==> config.mk <==
export PLATFORM = sky130hd
export DESIGN_NAME = dmem_arbiter
export DESIGN_NICKNAME = d
export VERILOG_FILES = /design/src/rtl/dmem_arbiter.sv
export SDC_FILE = /design/constraint.sdc
export NUM_CORES = 1
export LEC_CHECK = 0
export CAP_MARGIN = 30
export CORE_AREA = 2 2 106 108
export CTS_CLUSTER_SIZE = 14
export DETAILED_ROUTE_END_ITERATION = 12
export DIE_AREA = 0 0 108 110
export DONT_BUFFER_PORTS = 1
export HOLD_SLACK_MARGIN = 0.08
export SLEW_MARGIN = 20
export SYNTH_ARGS = -nofsm -noshare
export SYNTH_HDL_FRONTEND = slang
export SYNTH_SLANG_ARGS = --single-unit
==> constraint.sdc <==
create_clock -name clk -period 2.75 [get_ports clk]
set_input_delay 0.55 -clock clk [delete_from_list [all_inputs] [get_ports clk]]
set_output_delay 0.55 -clock clk [all_outputs]
set_load 0.01 [all_outputs]
==> src/rtl/dmem_arbiter.sv <==
// dmem_arbiter
// Two-port arbiter/sequencer in front of the data-memory BRAM.
// Port 0 is the CPU load/store path and port 1 is the debug/loader path.
// Word accesses from both ports are serialised onto one memory command port.
// BRAM read latency is hidden behind a req/gnt/rvalid handshake, and read data
// goes back only to the port that asked for it.
//
// Build option: define ROUND_ROBIN_EN to alternate the winner on contention,
// based on a last-grant pointer. Without it, port 0 has fixed priority and
// no pointer logic is built.
//
// Timing, counting from the IDLE cycle that samples req as cycle 0:
//   gnt    : cycle 1 (ISSUE)
//   rvalid : cycle 2+RD_LAT (RESP)
//   a write occupies 2 cycles; a read occupies 3+RD_LAT cycles
module dmem_arbiter #(
  parameter int WIDTH  = 32,
  parameter int ADDR_W = 5,
  parameter int RD_LAT = 1   // legal range 1..4
) (
  input  logic                clk,
  input  logic                rst,
  // port 0: CPU load/store
  input  logic                p0_req,
  input  logic                p0_we,
  input  logic [WIDTH-1:0]    p0_addr,
  input  logic [WIDTH-1:0]    p0_wdata,
  output logic                p0_gnt,
  output logic                p0_rvalid,
  output logic [WIDTH-1:0]    p0_rdata,
  // port 1: debug / program loader
  input  logic                p1_req,
  input  logic                p1_we,
  input  logic [WIDTH-1:0]    p1_addr,
  input  logic [WIDTH-1:0]    p1_wdata,
  output logic                p1_gnt,
  output logic                p1_rvalid,
  output logic [WIDTH-1:0]    p1_rdata,
  // memory command port
  output logic                mem_en,
  output logic                mem_we,
  output logic [ADDR_W-3:0]   mem_addr,
  output logic [WIDTH-1:0]    mem_wdata,
  input  logic [WIDTH-1:0]    mem_rdata,
  output logic                busy
);

  localparam int NP = 2;

  typedef enum logic [1:0] {
    S_IDLE  = 2'd0,
    S_ISSUE = 2'd1,
    S_WAIT  = 2'd2,
    S_RESP  = 2'd3
  } state_t;

  // ---------------------------------------------------------------------------
  // Requester bundles, indexed by port number
  // ---------------------------------------------------------------------------
  logic [NP-1:0]             req_v;
  logic [NP-1:0]             we_v;
  logic [NP-1:0][WIDTH-1:0]  addr_v;
  logic [NP-1:0][WIDTH-1:0]  wdata_v;

  assign req_v   = {p1_req, p0_req};
  assign we_v    = {p1_we, p0_we};
  assign addr_v  = {p1_addr, p0_addr};
  assign wdata_v = {p1_wdata, p0_wdata};

  // Byte-lane bits and bits above ADDR_W are intentionally ignored (word
  // access, addresses alias modulo 2^ADDR_W).
  logic unused_addr_bits;
  assign unused_addr_bits = ^{p0_addr, p1_addr};

  // ---------------------------------------------------------------------------
  // Registered state and outputs
  // ---------------------------------------------------------------------------
  state_t                    state_q,     state_d;
  logic                      owner_q,     owner_d;     // port being served
  logic [2:0]                cnt_q,       cnt_d;       // read latency countdown
  logic [NP-1:0]             gnt_q,       gnt_d;
  logic [NP-1:0]             rvalid_q,    rvalid_d;
  logic [NP-1:0][WIDTH-1:0]  rdata_q,     rdata_d;
  logic                      mem_en_q,    mem_en_d;
  logic                      mem_we_q,    mem_we_d;
  logic [ADDR_W-3:0]         mem_addr_q,  mem_addr_d;
  logic [WIDTH-1:0]          mem_wdata_q, mem_wdata_d;
  logic                      busy_q,      busy_d;

  // Winner of the current IDLE arbitration
  logic                      win_sel;

`ifdef ROUND_ROBIN_EN
  // Last-grant pointer: names the port that won most recently
  logic                      last_q, last_d;

  // Contention goes to the port not named by the pointer; a single request
  // wins regardless of the pointer
  always_comb begin
    win_sel = 1'b0;
    if (req_v[0] && req_v[1]) begin
      win_sel = ~last_q;
    end else begin
      win_sel = ~req_v[0];
    end
  end

  // The pointer follows every grant
  always_comb begin
    last_d = last_q;
    if (state_q == S_IDLE && (|req_v)) begin
      last_d = win_sel;
    end
  end

  // Pointer register; it starts out naming port 1, so port 0 wins first
  always_ff @(posedge clk) begin
    if (rst) begin
      last_q <= 1'b1;
    end else begin
      last_q <= last_d;
    end
  end
`else
  // Fixed priority: port 0 wins whenever it requests
  always_comb begin
    win_sel = ~req_v[0];
  end
`endif

  // ---------------------------------------------------------------------------
  // Sequencer: next state and next registered outputs
  // ---------------------------------------------------------------------------
  // Pulses default low and everything else holds, so each state only states
  // what it changes
  always_comb begin
    state_d     = state_q;
    owner_d     = owner_q;
    cnt_d       = cnt_q;
    gnt_d       = '0;
    rvalid_d    = '0;
    rdata_d     = rdata_q;
    mem_en_d    = 1'b0;
    mem_we_d    = mem_we_q;
    mem_addr_d  = mem_addr_q;
    mem_wdata_d = mem_wdata_q;

    case (state_q)
      S_IDLE: begin
        // req is sampled only here; a late requester simply waits
        if (|req_v) begin
          owner_d          = win_sel;
          gnt_d[win_sel]   = 1'b1;
          mem_en_d         = 1'b1;
          mem_we_d         = we_v[win_sel];
          mem_addr_d       = addr_v[win_sel][ADDR_W-1:2];
          mem_wdata_d      = wdata_v[win_sel];
          state_d          = S_ISSUE;
        end
      end

      S_ISSUE: begin
        // The memory command lasts exactly this one cycle
        mem_we_d = 1'b0;
        if (mem_we_q) begin
          state_d = S_IDLE;
        end else begin
          cnt_d   = 3'(RD_LAT);
          state_d = S_WAIT;
        end
      end

      S_WAIT: begin
        // The BRAM output is valid in the last WAIT cycle; capture it straight
        // into the owner's rdata so it shows up together with rvalid
        cnt_d = cnt_q - 3'd1;
        if (cnt_q == 3'd1) begin
          rdata_d[owner_q]  = mem_rdata;
          rvalid_d[owner_q] = 1'b1;
          state_d           = S_RESP;
        end
      end

      S_RESP: begin
        state_d = S_IDLE;
      end

      default: begin
        state_d = S_IDLE;
      end
    endcase

    busy_d = (state_d != S_IDLE);
  end

  // State and output registers; reset discards any in-flight access
  always_ff @(posedge clk) begin
    if (rst) begin
      state_q     <= S_IDLE;
      owner_q     <= 1'b0;
      cnt_q       <= '0;
      gnt_q       <= '0;
      rvalid_q    <= '0;
      rdata_q     <= '0;
      mem_en_q    <= 1'b0;
      mem_we_q    <= 1'b0;
      mem_addr_q  <= '0;
      mem_wdata_q <= '0;
      busy_q      <= 1'b0;
    end else begin
      state_q     <= state_d;
      owner_q     <= owner_d;
      cnt_q       <= cnt_d;
      gnt_q       <= gnt_d;
      rvalid_q    <= rvalid_d;
      rdata_q     <= rdata_d;
      mem_en_q    <= mem_en_d;
      mem_we_q    <= mem_we_d;
      mem_addr_q  <= mem_addr_d;
      mem_wdata_q <= mem_wdata_d;
      busy_q      <= busy_d;
    end
  end

  // ---------------------------------------------------------------------------
  // Output mapping
  // ---------------------------------------------------------------------------
  assign p0_gnt    = gnt_q[0];
  assign p0_rvalid = rvalid_q[0];
  assign p0_rdata  = rdata_q[0];
  assign p1_gnt    = gnt_q[1];
  assign p1_rvalid = rvalid_q[1];
  assign p1_rdata  = rdata_q[1];

  assign mem_en    = mem_en_q;
  assign mem_we    = mem_we_q;
  assign mem_addr  = mem_addr_q;
  assign mem_wdata = mem_wdata_q;
  assign busy      = busy_q;

endmodule
==> impl_metrics.py, run 1 <==
metrics = {
    "run_status": {
        "status": "finished clean",
    },
    "die": {
        "die_h_microns": 110,
        "core_area_sq_um": 10700,
        "boundaryPins": 272,
        "dieArea_sq_um": 11900,
        "chipWidth_microns": 108,
        "num_rows": 38,
        "start_util_pct": 46.1,
    },
    "global_routing": {
        "track_usage_pct": 18.3,
        "grt-ovfl-total": 0,
        "grt_max_degree": 145,
        "grt_pass1_vias": 3301,
        "antenna_found_initial": 0,
        "grt_pass1_wl_mm": 16.9,
    },
    "cells_and_area": {
        "areaGrowthSynthToFinish_pct": 5.33,
        "finalInstanceArea_sq_um": 5190,
        "final_cell_mix": "dfxtp_1 (112), mux2i_1 (68), nand2b_1 (65), o21ai_0 (63), a21oi_1 (42)",
        "n_antenna_cell": 0,
        "finalNetCount": 636,
        "final_layout_size_suffix_gt1_share_pct": 12.3,
        "final_common_cell": "dfxtp_1",
    },
    "yosys": {
        "avgSynthCellArea_sq_um": 9.94,
        "ys_ff_latch": 112,
        "netlist_instances": 496,
        "synth.cell_area_sq_um": 4930,
        "synth_warnings": 0,
        "yosysSeqAreaShare_pct": 45.5,
        "synth_fp_nets": 664,
        "synth.distinct_cells": 27,
    },
    "pwr": {
        "power_density_nw_per_um2": 666,
        "worst_ir_drop_vdd_v": 0.000276,
        "p_leak_uw": 0.00197,
    },
    "critical_path": {
        "cp-start-kind": "flop",
        "r2r_slack_ns": 0.94,
        "cp_data_required_time_ns": 2.99,
        "crit_type": "reg -> reg",
        "reg2reg_from": "cnt_q[1]",
        "critPathArrivalTime_ns": 2.04,
        "r2r-end": "p0_rdata[0]",
        "critical_path.max_fanout": 21,
        "end_kind": "flop",
        "reg2reg_depth": 6,
    },
    "timing": {
        "slew_violations": 0,
        "setup_viol": 0,
        "period_share_pct": 65.8,
        "rsz0062_at_grt": "false",
        "period_needed_ns": 1.81,
        "finalSetupTns_ns": 0,
        "clock.fmax_mhz": 553,
        "max_slew.worst_pin.slew_ns": 0.543,
        "finalHoldViolCount": 0,
        "slew_headroom_pct": 63.6,
        "fin_worst_skew_ns": 0.0121,
    },
    "clocking": {
        "clk_latency_ns": 0.36,
        "clkSinkCount": 112,
        "numCtsBuffers": 9,
        "cts.clk_slew.worst_paths_ns": 0.10,
        "holdBufCountCts": 0,
        "post_cts_resized": 0,
        "clockRootBuffer": "clkbuf_8",
        "max-clock-path-buffers": 2,
        "postCtsSetupRepairBufs": 0,
        "htreeDepth": 3,
        "tritoncts": "done",
    },
    "routing": {
        "drc_errors": 0,
        "vias_per_cell": 5.55,
        "vias": 3403,
        "drt_iter0_drc": 235,
        "wl_per_cell_microns": 18.7,
        "detail-route-antenna-nets": 0,
        "dr.pass1.iters": 4,
        "drt_wl_total_mm": 11.5,
    },
    "hold_path": {
        "hold_class": "in -> reg",
        "min_from": "p0_req",
        "hold_depth": 1,
        "holdPathEnd": "gnt_q[1]",
    },
    "placement": {
        "place_area_sq_um": 4910,
        "io_buffers": 0,
        "gp_congestion": 0.773,
        "post-dp-hpwl_mm": 7.65,
    },
    "job": {
        "max-cap-violations": 0,
    },
}
-- where the power goes --
part	internal (uW)	leakage, uW	switching (uW)
clock	633	0.000119	538
combinational	190	0.000933	238
sequential	1730	0.000914	131
total	2550	0.00197	907
-- how the worst max path moves through the flow --
| stage | from | endpoint | slack (ns) |
|---|---|---|---|
| 4_1_cts | cnt_q[1] | p0_rdata[9] | 0.91 |
| 3_3_place_gp | p0_req | mem_we | 0.92 |
| 2_1_floorplan | p0_req | mem_wdata[13] | 1.15 |
| 5_1_grt | cnt_q[1] | p0_rdata[31] | 0.69 |
| 3_5_place_dp | p0_req | mem_wdata[0] | 0.90 |
| 6_report | cnt_q[1] | p0_rdata[0] | 0.94 |
-- cells in the mapped netlist --
cell | count | area, sq um
a211oi_1 | 6 | 45.0
nand2b_1 | 65 | 407
and4bb_4 | 1 | 16.3
nor3b_1 | 2 | 15.0
a21oi_1 | 42 | 210
nor2b_1 | 33 | 206
and4_1 | 1 | 8.76
ha_1 | 2 | 25.0
buf_6 | 4 | 45.0
o21ai_0 | 63 | 315
nor3_1 | 1 | 5.00
or2_1 | 1 | 6.26
a211oi_2 | 30 | 375
a2111oi_0 | 2 | 17.5
clkbuf_1 | 22 | 82.6
inv_1 | 4 | 15.0
buf_4 | 5 | 37.5
buf_2 | 15 | 75.1
nand2_1 | 1 | 3.75
and2_1 | 2 | 12.5
nand2_4 | 1 | 11.3
nand4bb_1 | 1 | 11.3
o21ai_1 | 3 | 15.0
dfxtp_1 | 112 | 2240
mux2i_1 | 68 | 681
a2111oi_2 | 1 | 15.0
nor2_1 | 8 | 30.0
-- flip-flops by register name, summed over array words and instances (netlist names) --
signal,cells
mem_wdata,32
p0_rdata,32
cnt_q,3
busy,1
owner_q,1
gnt_q,2
mem_addr,3
rvalid_q,2
p1_rdata,32
state_q,2
mem_we,1
mem_en,1
-- kinds of logic (layout without fill, tap and decap cells) --
| group | Yosys count | in the layout | synth area share [%] |
|---|---|---|---|
| mux | 68 | 68 | 13.8 |
| simple gates | 117 | 117 | 14.9 |
| buf+inv | 50 | 27 | 5.18 |
| flops | 112 | 112 | 45.5 |
| compound gates | 147 | 147 | 20.2 |
| fa+ha+maj | 2 | 2 | 0.508 |
-- worst max-delay path, stage by stage (launching register included) --
cell       delay, ns
dfxtp_1         0.32
inv_1           0.07
ha_1            0.17
nand4bb_1       0.45
buf_4           0.41
o21ai_0         0.15
o21ai_0         0.11
-- area by class of cell --
cell class	instances	area [sq um]
Clock buffer	10	138
Clock inverter	6	114
Timing Repair Buffer	7	72.6
Sequential cell	112	2240
Tap cell	140	175
Fill cell	999	5510
Multi-Input combinational cell	334	2440
Inverter	4	15.0
-- metrics by stage --
stage | setup WS, ns | util (%) | total power [uW] | hold slack (ns) | std cells
global placement | 0.916 | 45.9 | 2300 | 0.480 | 596
floorplan | 1.15 | - | 2280 | 0.468 | 496
finish | 0.941 | 48.5 | 3460 | 0.265 | 613
detailed placement | 0.901 | 45.9 | 2320 | 0.483 | 596
CTS | 0.913 | 48.3 | 3500 | 0.228 | 612
global route | 0.691 | 48.5 | 3630 | 0.224 | 613
-- metal layers --
metal | vias up | global-route usage [%] | routed length, microns
met5 | - | 0 | 0
met4 | 0 | 5.68 | 154
met3 | 12 | 9.23 | 1310
met2 | 139 | 30.3 | 5500
met1 | 1583 | 20.6 | 4500
li1 | 1669 | - | -
Power figures use the tool's default switching activity.
==> run 2: changes to the inputs <==
--- a/config.mk
+++ b/config.mk
@@ -6,10 +6,10 @@
 export NUM_CORES = 1
 export LEC_CHECK = 0
 export CAP_MARGIN = 30
-export CORE_AREA = 2 2 106 108
+export CORE_AREA = 2 2 105 107
 export CTS_CLUSTER_SIZE = 14
 export DETAILED_ROUTE_END_ITERATION = 12
-export DIE_AREA = 0 0 108 110
+export DIE_AREA = 0 0 107 109
 export DONT_BUFFER_PORTS = 1
 export HOLD_SLACK_MARGIN = 0.08
 export SLEW_MARGIN = 20
==> constraint.sdc (replaced) <==
create_clock -name clk -period 1.6 [get_ports clk]
set_input_delay 0.32 -clock clk [delete_from_list [all_inputs] [get_ports clk]]
set_output_delay 0.32 -clock clk [all_outputs]
set_load 0.01 [all_outputs]
==> run 2 against run 1 <==
Non-clock buffer count rose by 5. Critical endpoint is now state_q[1]. Via count grew 0.88%. Critical path depth shrank 2. Global-route usage rose by 0.31 points. Largest cell class unchanged.
==> impl_metrics.py, run 2 (synthesis gave the netlist of run 1 again) <==
metrics = {
    "placement": {
        "io_buffers": 0,
        "post-dp-hpwl_mm": 7.58,
        "dp_slack_ns": 0.112,
        "dp_cells": 600,
        "gp_congestion": 0.742,
    },
    "die": {
        "start_util_pct": 46.5,
        "chipWidth_microns": 107,
        "die_h_microns": 109,
        "boundaryPins": 272,
        "core_area_sq_um": 10600,
        "num_rows": 38,
        "dieArea_sq_um": 11700,
    },
    "critical_path": {
        "crit_buf_inv": 1,
        "end_kind": "flop",
        "crit_type": "reg -> reg",
        "crit_chain": "nor3b_2 -> nor2_1 -> nor2_1 -> dlygate4sd3_1",
        "crit_top_cell": "nor2_1",
        "cp_data_required_time_ns": 1.91,
        "cp-start-kind": "flop",
        "path_delay_family": "buffers and inverters",
        "critPathArrivalTime_ns": 1.83,
        "critical_path.max_fanout": 7,
        "critPathMaxStageDelay_ns": 0.56,
        "crit_slowest_cell": "dlygate4sd3_1",
    },
    "routing": {
        "met2WireLength_mm": 5.39,
        "detail-route-antenna-nets": 0,
        "drt_wl_total_mm": 11.4,
        "vias": 3433,
        "dr.pass1.iters": 4,
        "drc_errors": 0,
        "drt_iter0_drc": 153,
        "vias_per_cell": 5.56,
        "met3_length_mm": 1.11,
        "highest_layer": "met4",
        "wl_met1_mm": 4.72,
        "wl_per_cell_microns": 18.4,
    },
    "timing": {
        "finalHoldViolCount": 0,
        "clock.fmax_mhz": 657,
        "setup_viol": 0,
        "max_slew.worst_pin.slew_ns": 0.382,
        "setup_slack_ns": 0.0769,
        "slew_violations": 0,
        "slew_headroom_pct": 73.9,
        "finalSetupTns_ns": 0,
        "period_share_pct": 95.2,
        "period_needed_ns": 1.52,
        "rsz0062_at_grt": "false",
        "fin_worst_skew_ns": 0.00800,
    },
    "clocking": {
        "tritoncts": "done",
        "holdBufCountCts": 2,
        "clockRootBuffer": "clkbuf_8",
        "htreeDepth": 3,
        "cts.clk_slew.worst_paths_ns": 0.10,
        "numCtsBuffers": 9,
        "max-clock-path-buffers": 2,
        "clk_latency_ns": 0.36,
        "clkSinkCount": 112,
    },
    "pwr": {
        "power_density_nw_per_um2": 1070,
        "p_leak_uw": 0.00198,
        "worst_ir_drop_vdd_v": 0.000593,
    },
    "global_routing": {
        "antenna_found_initial": 0,
        "grt_max_degree": 145,
        "grt_pass1_wl_mm": 16.9,
        "grt-ovfl-total": 0,
        "grt_pass1_vias": 3223,
        "track_usage_pct": 18.6,
    },
    "run_status": {
        "status": "finished clean",
    },
    "cells_and_area": {
        "finalNetCount": 641,
        "final_cells": 618,
        "final_common_cell": "dfxtp_1",
        "final_layout_size_suffix_gt1_share_pct": 12.3,
        "areaGrowthSynthToFinish_pct": 6.02,
        "final_cell_mix": "dfxtp_1 (111), mux2i_1 (68), nand2b_1 (65), o21ai_0 (63), a21oi_1 (42)",
        "n_antenna_cell": 0,
    },
    "hold_path": {
        "hold_class": "in -> reg",
    },
    "job": {
        "max-cap-violations": 0,
    },
}
run 2: cell count changes in the layout (fill, tap and decap cells not counted), moves of 2 or more:
cell,delta
buf_12,+6
buf_4,-2
bufinv_16,-2
clkbuf_1,+4
dlygate4sd3_1,+2
run 2: final timing paths:
path | start | end | slack, ns | cells after the start
worst max-delay path | state_q[0] | state_q[1] | 0.08 | 4
worst min-delay path | rst | mem_wdata[10] | 0.09 | 1
worst max register to register | state_q[0] | state_q[1] | 0.08 | 4
worst min register to register | cnt_q[0] | cnt_q[0] | 0.51 | 2
run 2: stage by stage:
| step | util [%] | power [uW] | hold WS [ns] | instance area, sq um |
|---|---|---|---|---|
| finish | 49.3 | 5590 | 0.0891 | 5230 |
| CTS | 49.2 | 5680 | -0.00758 | 5220 |
| global route | 49.3 | 5870 | -0.00246 | 5230 |
| floorplan | - | 3910 | 0.468 | 4930 |
| detailed placement | 47.3 | 4050 | 0.400 | 5020 |
| global placement | 47.3 | 4020 | 0.403 | 5020 |
run 2: area by class of cell:
| type | count | area, sq um |
|---|---|---|
| Clock buffer | 13 | 139 |
| Tap cell | 140 | 175 |
| Clock inverter | 3 | 42.5 |
| Inverter | 4 | 15.0 |
| Sequential cell | 112 | 2240 |
| Multi-Input combinational cell | 334 | 2440 |
| Fill cell | 986 | 5380 |
| Timing Repair Buffer | 12 | 170 |
run 2: per-layer routing:
metal / global-route usage [%] / vias up
li1: - / 1679
met1: 21.5 / 1606
met4: 6.68 / 0
met3: 7.11 / 9
met2: 31.5 / 139
met5: 0 / -
run 2: power breakdown:
part | total, uW | switching [uW] | leakage, uW | internal, uW
clock network | 1610 | 882 | 0.0000876 | 726
logic | 787 | 418 | 0.000982 | 369
registers | 3190 | 222 | 0.000914 | 2970
total | 5590 | 1520 | 0.00198 | 4070
run 2: timing repair:
item	in CTS	in global routing
endpoints found under the hold margin	48	47
setup endpoints to repair	0	1
buffers inserted	0	0
resized for setup	0	2
run 2: worst register-to-register path: stages (launching register included):
cell and delay (ns):
dfxtp_1 0.45, nor3b_2 0.27, nor2_1 0.09, nor2_1 0.10, dlygate4sd3_1 0.56
==> run 3: changes to the inputs <==
--- a/config.mk
+++ b/config.mk
@@ -6,10 +6,10 @@
 export NUM_CORES = 1
 export LEC_CHECK = 0
 export CAP_MARGIN = 30
-export CORE_AREA = 2 2 105 107
+export CORE_MARGIN = 2
+export CORE_UTILIZATION = 30
 export CTS_CLUSTER_SIZE = 14
 export DETAILED_ROUTE_END_ITERATION = 12
-export DIE_AREA = 0 0 107 109
 export DONT_BUFFER_PORTS = 1
 export HOLD_SLACK_MARGIN = 0.08
 export SLEW_MARGIN = 20
==> run 3 against run 2 <==
Critical path depth increased by 2. Count of clock-buffer cells in the layout is 1 lower. Cell area is 4.5% higher. Die area is 50% higher. Sequential cell count unchanged. Power rose by 13%. Sequential power is essentially flat. Sequential share of layout area fell by 1.9 points. Routed wire length is 14% higher. Clock skew shrank 0.0011 ns. Largest cell class unchanged.
==> impl_metrics.py, run 3 (synthesis gave the netlist of run 1 again) <==
metrics = {
    "critical_path": {
        "reg2reg_from": "cnt_q[1]",
        "critical_path.max_fanout": 14,
        "r2r-end": "p1_rdata[1]",
        "cp-start-kind": "flop",
        "critPathArrivalTime_ns": 1.76,
        "reg2reg_depth": 6,
        "cp_data_required_time_ns": 1.87,
        "crit_type": "reg -> reg",
        "r2r_slack_ns": 0.11,
        "end_kind": "flop",
    },
    "clocking": {
        "numCtsBuffers": 9,
        "htreeDepth": 3,
        "holdBufCountCts": 1,
        "clk_latency_ns": 0.35,
        "clkSinkCount": 112,
        "tritoncts": "done",
        "clockRootBuffer": "clkbuf_16",
        "post_cts_resized": 0,
        "postCtsSetupRepairBufs": 0,
        "max-clock-path-buffers": 2,
        "cts.clk_slew.worst_paths_ns": 0.07,
    },
    "cells_and_area": {
        "areaGrowthSynthToFinish_pct": 10.8,
        "n_antenna_cell": 0,
        "finalInstanceArea_sq_um": 5460,
        "final_common_cell": "dfxtp_1",
        "fill_cells": 1668,
        "final_layout_size_suffix_gt1_share_pct": 12.7,
        "fin_util_pct": 34.1,
        "finalNetCount": 643,
        "final_cell_mix": "dfxtp_1 (112), mux2i_1 (68), nand2b_1 (65), o21ai_0 (63), a21oi_1 (42)",
    },
    "hold_path": {
        "min_from": "mem_rdata[30]",
        "holdPathEnd": "p0_rdata[30]",
        "hold_class": "in -> reg",
        "hold_depth": 2,
    },
    "global_routing": {
        "grt_pass1_vias": 3538,
        "grt-ovfl-total": 0,
        "track_usage_pct": 14.1,
        "antenna_found_initial": 0,
        "grt_pass1_wl_mm": 19.6,
        "grt_max_degree": 145,
    },
    "timing": {
        "max_slew.worst_pin.slew_ns": 0.417,
        "slew_headroom_pct": 72.2,
        "setup_viol": 0,
        "fin_worst_skew_ns": 0.00693,
        "clock.fmax_mhz": 671,
        "rsz0062_at_grt": "false",
        "finalSetupTns_ns": 0,
        "period_share_pct": 93.2,
        "finalHoldViolCount": 0,
        "period_needed_ns": 1.49,
        "slew_violations": 0,
    },
    "job": {
        "max-cap-violations": 0,
    },
    "routing": {
        "drt_iter0_drc": 96,
        "vias": 3560,
        "drt_wl_total_mm": 13.0,
        "wl_per_cell_microns": 18.6,
        "detail-route-antenna-nets": 0,
        "drc_errors": 0,
        "dr.pass1.iters": 4,
        "vias_per_cell": 5.11,
    },
    "pwr": {
        "p_leak_uw": 0.00204,
        "power_density_nw_per_um2": 1160,
        "worst_ir_drop_vdd_v": 0.000578,
    },
    "die": {
        "chipWidth_microns": 132,
        "boundaryPins": 272,
        "dieArea_sq_um": 17500,
        "core_area_sq_um": 16000,
        "num_rows": 46,
        "start_util_pct": 30.8,
        "die_h_microns": 132,
    },
    "run_status": {
        "status": "finished clean",
    },
    "placement": {
        "gp_congestion": 0.755,
        "post-dp-hpwl_mm": 8.49,
        "place_area_sq_um": 5100,
        "io_buffers": 0,
    },
}
## run 3: worst max-delay path, stage by stage, from the launching register on
cell	delay, ns
dfxtp_1	0.31
inv_1	0.09
ha_1	0.17
and4bb_4	0.27
and2_1	0.18
buf_12	0.18
mux2i_1	0.22
## run 3: final cells by class
cell class	count	area (sq um)	area share, %
clock buffers	12	246	4.51
clock inverters	4	53.8	0.985
inverters	4	15.0	0.275
multi-input cells	334	2440	44.6
flip-flops and latches	112	2240	41.1
well taps	216	270	4.95
repair buffers	14	198	3.62
## run 3: where the power goes
group | total (uW) | switching, uW | internal, uW
sequential | 3190 | 218 | 2970
combinational | 834 | 471 | 363
clock | 2290 | 1030 | 1260
## run 3: stage by stage
step / hold slack [ns] / power (uW) / setup WS, ns / cells
final: 0.141 / 6320 / 0.110 / 696
after global routing: 0.120 / 6620 / 0.0392 / 696
after CTS: 0.0257 / 6370 / 0.0911 / 693
after detailed placement: 0.411 / 4050 / 0.119 / 676
after global placement: 0.408 / 4000 / 0.187 / 676
after floorplan: 0.468 / 3910 / 0.202 / 496
## run 3: worst max-delay path by stage
stage	startpoint	end	slack, ns	cells past startpoint
after detailed placement	cnt_q[1]	p1_rdata[10]	0.12	6
after CTS	cnt_q[1]	p1_rdata[1]	0.09	6
final	cnt_q[1]	p1_rdata[1]	0.11	6
after global routing	cnt_q[1]	p1_rdata[10]	0.04	6
after global placement	cnt_q[1]	p1_rdata[9]	0.19	6
after floorplan	cnt_q[1]	p1_rdata[10]	0.20	7
## run 3: layer usage
metal  part of all wire, %  GRT usage (%)  up-vias
met1                    39           15.5     1669
met3                    12           6.81       18
li1                      -              -     1696
met5                     0              0        -
met4                   1.9           6.03        0
met2                    48           23.3      177
